<file path="config.mk">
export PLATFORM = sky130hd
export DESIGN_NAME = mem_port_arbiter
export DESIGN_NICKNAME = d
export VERILOG_FILES = /design/src/rtl/riscv_pkg.sv /design/src/rtl/mem_arb_watchdog.sv /design/src/rtl/mem_port_arbiter.sv
export SDC_FILE = /design/constraint.sdc
export NUM_CORES = 1
export LEC_CHECK = 0
export CORE_ASPECT_RATIO = 1.1
export CORE_MARGIN = 2
export CORE_UTILIZATION = 36
export DETAILED_ROUTE_END_ITERATION = 8
export GPL_TIMING_DRIVEN = 0
export PLACE_DENSITY = 0.74
export SYNTH_ARGS = -nofsm -noshare
export SYNTH_HDL_FRONTEND = slang
export SYNTH_SLANG_ARGS = --single-unit
</file>
<file path="constraint.sdc">
create_clock -name clk -period 1.76 [get_ports clk]
set_input_delay 0.264 -clock clk [delete_from_list [all_inputs] [get_ports clk]]
set_output_delay 0.264 -clock clk [all_outputs]
set_load 0.02 [all_outputs]
</file>
<file path="src/rtl/riscv_pkg.sv">
// riscv_pkg: shared types and constants for the memory port arbiter.
// Holds the arbiter FSM state encoding and the NOP instruction that is
// returned to fetch when a memory access is abandoned.
package riscv_pkg;

    typedef enum logic [1:0] {
        IDLE   = 2'd0,
        BUSY_I = 2'd1,
        BUSY_D = 2'd2,
        RESP   = 2'd3
    } arb_state_t;

    // addi x0, x0, 0
    localparam logic [31:0] NOP_INSTR = 32'h0000_0013;

endpackage

</file>
<file path="src/rtl/mem_arb_watchdog.sv">
// mem_arb_watchdog: counts consecutive wait cycles of an outstanding
// memory access and flags expiry on the TIMEOUT-th cycle without mem_ready.
// Only instantiated when MEM_ARB_TIMEOUT_EN is defined.
module mem_arb_watchdog #(
    parameter int TIMEOUT = 255
) (
    input  logic clk,
    input  logic rst,
    input  logic busy_i,
    input  logic ready_i,
    output logic expired_o
);
    localparam int CW = $clog2(TIMEOUT + 1);

    logic [CW-1:0] cnt_q;
    logic [CW-1:0] cnt_d;

    // Next count: restart whenever the access is not waiting, saturate at TIMEOUT.
    always_comb begin
        cnt_d = cnt_q;
        if (!busy_i || ready_i) begin
            cnt_d = '0;
        end else if (cnt_q != CW'(TIMEOUT)) begin
            cnt_d = cnt_q + 1'b1;
        end
    end

    // Wait-cycle counter register.
    always_ff @(posedge clk) begin
        if (!rst) begin
            cnt_q <= '0;
        end else begin
            cnt_q <= cnt_d;
        end
    end

    // Expire during the TIMEOUT-th consecutive cycle with ready low.
    assign expired_o = busy_i & ~ready_i & (cnt_q == CW'(TIMEOUT - 1));

endmodule

</file>
<file path="src/rtl/mem_port_arbiter.sv">
// mem_port_arbiter: shares one single-ported memory between instruction
// fetch and data load/store, data having fixed priority. Read data is
// latched per requester until the pipeline advances; stall_mem freezes the
// pipeline while any requester is still unserved.
// Optional feature macro: MEM_ARB_TIMEOUT_EN (access watchdog + arb_err).
//
// Memory handshake: mem_valid is held high with stable mem_we/addr/wdata/be
// from the cycle after the grant until the cycle in which mem_ready=1; that
// cycle completes the access and mem_rdata is sampled on its closing edge.
module mem_port_arbiter
    import riscv_pkg::*;
#(
    parameter int XLEN    = 32,
    parameter int AW      = 32,
    parameter int TIMEOUT = 255
) (
    input  logic            clk,
    input  logic            rst,
    input  logic            if_req,
    input  logic [AW-1:0]   if_addr,
    output logic [XLEN-1:0] if_rdata,
    input  logic            d_req,
    input  logic            d_we,
    input  logic [AW-1:0]   d_addr,
    input  logic [XLEN-1:0] d_wdata,
    input  logic [3:0]      d_be,
    output logic [XLEN-1:0] d_rdata,
    output logic            mem_valid,
    output logic            mem_we,
    output logic [AW-1:0]   mem_addr,
    output logic [XLEN-1:0] mem_wdata,
    output logic [3:0]      mem_be,
    input  logic            mem_ready,
    input  logic [XLEN-1:0] mem_rdata,
    output logic            stall_mem,
    output logic            arb_err
);

    arb_state_t      state_q;
    logic            i_served_q;
    logic            d_served_q;
    logic            mem_valid_q;
    logic            mem_we_q;
    logic [AW-1:0]   mem_addr_q;
    logic [XLEN-1:0] mem_wdata_q;
    logic [3:0]      mem_be_q;
    logic [XLEN-1:0] if_rdata_q;
    logic [XLEN-1:0] d_rdata_q;
    logic            i_pend;
    logic            d_pend;
    logic            timeout_hit;

    assign i_pend    = if_req & ~i_served_q;
    assign d_pend    = d_req & ~d_served_q;
    assign stall_mem = i_pend | d_pend;

`ifdef MEM_ARB_TIMEOUT_EN
    logic arb_err_q;
    logic wd_busy;

    assign wd_busy = (state_q == BUSY_I) || (state_q == BUSY_D);

    mem_arb_watchdog #(
        .TIMEOUT(TIMEOUT)
    ) u_watchdog (
        .clk      (clk),
        .rst      (rst),
        .busy_i   (wd_busy),
        .ready_i  (mem_ready),
        .expired_o(timeout_hit)
    );

    // Sticky error flag, cleared only by reset.
    always_ff @(posedge clk) begin
        if (!rst) begin
            arb_err_q <= 1'b0;
        end else if (timeout_hit) begin
            arb_err_q <= 1'b1;
        end
    end

    assign arb_err = arb_err_q;
`else
    logic unused_timeout;

    assign unused_timeout = (TIMEOUT == 0);
    assign timeout_hit    = 1'b0;
    assign arb_err        = 1'b0;
`endif

    // Arbiter FSM: grant, hold the registered request, capture the response.
    always_ff @(posedge clk) begin
        if (!rst) begin
            state_q     <= IDLE;
            i_served_q  <= 1'b0;
            d_served_q  <= 1'b0;
            mem_valid_q <= 1'b0;
            mem_we_q    <= 1'b0;
            mem_addr_q  <= '0;
            mem_wdata_q <= '0;
            mem_be_q    <= '0;
            if_rdata_q  <= '0;
            d_rdata_q   <= '0;
        end else begin
            // Pipeline advance or a withdrawn request retires the served flag;
            // a completion below overrides this in the same cycle.
            if (!stall_mem || !if_req) i_served_q <= 1'b0;
            if (!stall_mem || !d_req)  d_served_q <= 1'b0;

            case (state_q)
                IDLE, RESP: begin
                    if (d_pend) begin
                        state_q     <= BUSY_D;
                        mem_valid_q <= 1'b1;
                        mem_we_q    <= d_we;
                        mem_addr_q  <= d_addr;
                        mem_wdata_q <= d_wdata;
                        mem_be_q    <= d_be;
                    end else if (i_pend) begin
                        state_q     <= BUSY_I;
                        mem_valid_q <= 1'b1;
                        mem_we_q    <= 1'b0;
                        mem_addr_q  <= if_addr;
                        mem_wdata_q <= '0;
                        mem_be_q    <= 4'hF;
                    end else begin
                        state_q <= IDLE;
                    end
                end
                BUSY_I: begin
                    if (mem_ready) begin
                        if_rdata_q  <= mem_rdata;
                        i_served_q  <= 1'b1;
                        mem_valid_q <= 1'b0;
                        state_q     <= RESP;
                    end else if (timeout_hit) begin
                        if_rdata_q  <= XLEN'(NOP_INSTR);
                        i_served_q  <= 1'b1;
                        mem_valid_q <= 1'b0;
                        state_q     <= RESP;
                    end
                end
                BUSY_D: begin
                    if (mem_ready) begin
                        if (!mem_we_q) d_rdata_q <= mem_rdata;
                        d_served_q  <= 1'b1;
                        mem_valid_q <= 1'b0;
                        state_q     <= RESP;
                    end else if (timeout_hit) begin
                        if (!mem_we_q) d_rdata_q <= '0;
                        d_served_q  <= 1'b1;
                        mem_valid_q <= 1'b0;
                        state_q     <= RESP;
                    end
                end
                default: state_q <= IDLE;
            endcase
        end
    end

    assign mem_valid = mem_valid_q;
    assign mem_we    = mem_we_q;
    assign mem_addr  = mem_addr_q;
    assign mem_wdata = mem_wdata_q;
    assign mem_be    = mem_be_q;
    assign if_rdata  = if_rdata_q;
    assign d_rdata   = d_rdata_q;

endmodule

</file>
==> metrics.yaml <==
drv_cap: 0
synth-seq-cells: 138
portBuffers: 272
hold_class: "input pin to register"
status: "complete, no violations"
ys.flop_type: "dfxtp_1"
hold-path-endpoint: "d_served_q$_SDFF_PN0_"
vias: 5097
die_w_um: 119
rows: 46
synth_edf_count: 0
yosysSeqAreaShare_pct: 52.9
hp-start: "d_req"
peakVddDrop_mv: 0.903
clockRootBuffer: "clkbuf_16"
cts.sinks: 138
clkTransAtPathRegs_ps: 60
drv_slew: 0
avgSynthCellArea_um2: 9.66
cp-startpoint: "state_q[0]$_SDFFE_PN0P_"
yosys-top-cells-count: "162 x nand2_1, 138 x dfxtp_1, 67 x a21boi_1"
die_h_um: 130
setup_violations: 0
htreeDepth: 4
crit_type: "register to register"
final_cell_count_no_fill: 1042
antenna_cells: 0
synth_area_leader_cell: "dfxtp_1"
worstSkewPairLatency_ps: 410
synth_cell_type_count: 32
fill_cells: 1169
design.die.area_um2: 15500
period_share_pct: 95.6
fmax_mhz: 594
tritoncts: "done"
clock_path_buffers: 2
place_inst: 1005
wl_um: 16500
grt_overflow: 0
multi_input_area_um2: 2190
r2r_start: "state_q[0]$_SDFFE_PN0P_"
timing.rr.end: "mem_wdata[4]$_SDFFE_PN0P_"
worstPathRequired_ps: 2070
pwr_density_cell_nw_per_um2: 1420
drtIter0Drc: 241
ff2ff_path_depth: 7
yosysWarnings: 0
synth_top_area_share_pct: 52.9
p_leak_nw: 3.36
via_per_inst: 4.89
syn-instance-count: 541
max_stage_delay_ps: 360
synth_most_common_cell: "nand2_1"
core_area_um2: 14300
post-dp-hpwl_um: 12700
ant_nets: 0
cp_common_cell: "buf_2"
path_cells: "inv_1 -> ha_1 -> buf_2 -> and3_1 -> buf_2 -> buf_2 -> a32o_1"
nets: 977
drcViolationCount: 0
place_congestion: 0.811
endpoint_kind: "register"
netlist_area_um2: 5230
regToRegSetupSlack_ps: 80
drive_gt1_share_pct: 9.06
wl_per_cell_um: 15.8
start_kind: "register"
async_reset_ff_share_pct: 0
cp.arrival_ps: 1990
finalCriticalPeriod_ps: 1680
final_hold_viol_count: 0
seq_area_um2: 2760
initial_core_util_pct: 36.5
grt_first_pass_wirelength_um: 25500
hold_path_depth: 3
cp_max_fo: 10
grt_pass1_vias: 5117
antenna_found_initial: 0
syn2layout_area_growth_pct: 70.7
synthTopCellsByArea: "dfxtp_1 53%, nand2_1 12%, a21boi_1 9.6%"
worst_path_max_delay_cell: "dfxtp_1"
track_usage_pct: 20.8
grt_start_max_net_pins: 17
first_pass_iters: 4
io_pins: 274
numCtsBuffers: 17
fin_skew_ps: 7.94
syn_nets: 681
setup_tns_ps: 0
## kinds of logic (layout without fill, tap and decap cells)
logic type / count (synthesis) / count (layout) / share of synthesized area, %
fa+ha+maj: 2 / 2 / 0.479
buf+inv: 52 / 361 / 5.36
simple gates: 172 / 172 / 13.2
compound gates: 144 / 144 / 21.9
flops: 138 / 138 / 52.9
mux: 32 / 32 / 6.13
other cells: 1 / 1 / 0.0718
## power by group
part | total [mW] | switching [mW] | internal, mW
logic | 4.57 | 2.37 | 2.19
clock network | 3.94 | 1.31 | 2.63
registers | 4.15 | 0.359 | 3.79
total | 12.7 | 4.04 | 8.62
## timing repair
action | 4_1_cts | 5_1_grt
setup buffers | 2 | 2
gates resized for setup | 12 | 14
hold buffers | 0 | 0
pin swaps | 0 | 1
cloned | 0 | 1
endpoints found under the setup margin | 2 | 31
## worst max-delay path: cells and delay by family (launching register included)
kind / cells / cell delay (ps)
simple gates: 1 / 150
compound gates: 1 / 220
fa+ha+maj: 1 / 270
flops: 1 / 360
buf+inv: 4 / 570
## cell type report
| cell class | count | area share, % |
|---|---|---|
| buffer | 49 | 3.28 |
| clock buffer | 22 | 5.32 |
| clock inverter | 10 | 2.12 |
| inverter | 3 | 0.126 |
| multi-input combinational | 351 | 24.5 |
| sequential | 138 | 31.0 |
| tap | 192 | 2.69 |
| timing repair buffer | 277 | 31.0 |
## cell usage in the layout (no fill, tap or decap), types with 17 or more instances in the layout
cell	instances
buf_2	17
o22ai_1	32
a32o_1	33
a21boi_1	67
clkdlybuf4s50_1	269
nand2_1	162
clkbuf_1	18
mux2i_1	32
clkbuf_16	17
dfxtp_1	137
## routing by layer
metal	track usage (%)	routed length, µm	up-vias
met2	36.7	8260	212
met4	9.45	470	0
met1	23.2	6530	2376
met3	6.64	1220	30
met5	0	0	-
li1	-	-	2479
## worst max-delay path by stage
stage	end	depth (start not counted)	slack [ps]
floorplan	mem_wdata[0]$_SDFFE_PN0P_	7	220
global placement	stall_mem	6	-550
detailed placement	stall_mem	6	-550
CTS	mem_addr[11]$_SDFFE_PN0P_	6	5
global route	mem_addr[9]$_SDFFE_PN0P_	7	-0.3
finish	mem_wdata[4]$_SDFFE_PN0P_	7	80
## registers in the layout, summed over array words and instances (netlist names)
register,cells
d_served_q,1
mem_addr,32
mem_wdata,32
d_rdata,32
mem_valid,1
state_q,2
if_rdata,32
mem_we,1
mem_be,4
i_served_q,1
## stage by stage
stage          setup slack (ps)  cell area [µm²]  utilization [%]  total power, mW  hold slack [ps]
3_5_place_dp               -555             8190             57.1             8.70              448
6_report                   76.8             8920             62.2             12.7              304
2_1_floorplan               222             5230                -             6.58              390
5_1_grt                  -0.274             8920             62.2             13.2              325
4_1_cts                    5.49             8880             61.9             12.7              292
3_3_place_gp               -554             8190             57.1             8.58              440
Note: power is estimated with default switching activity, not from simulation.
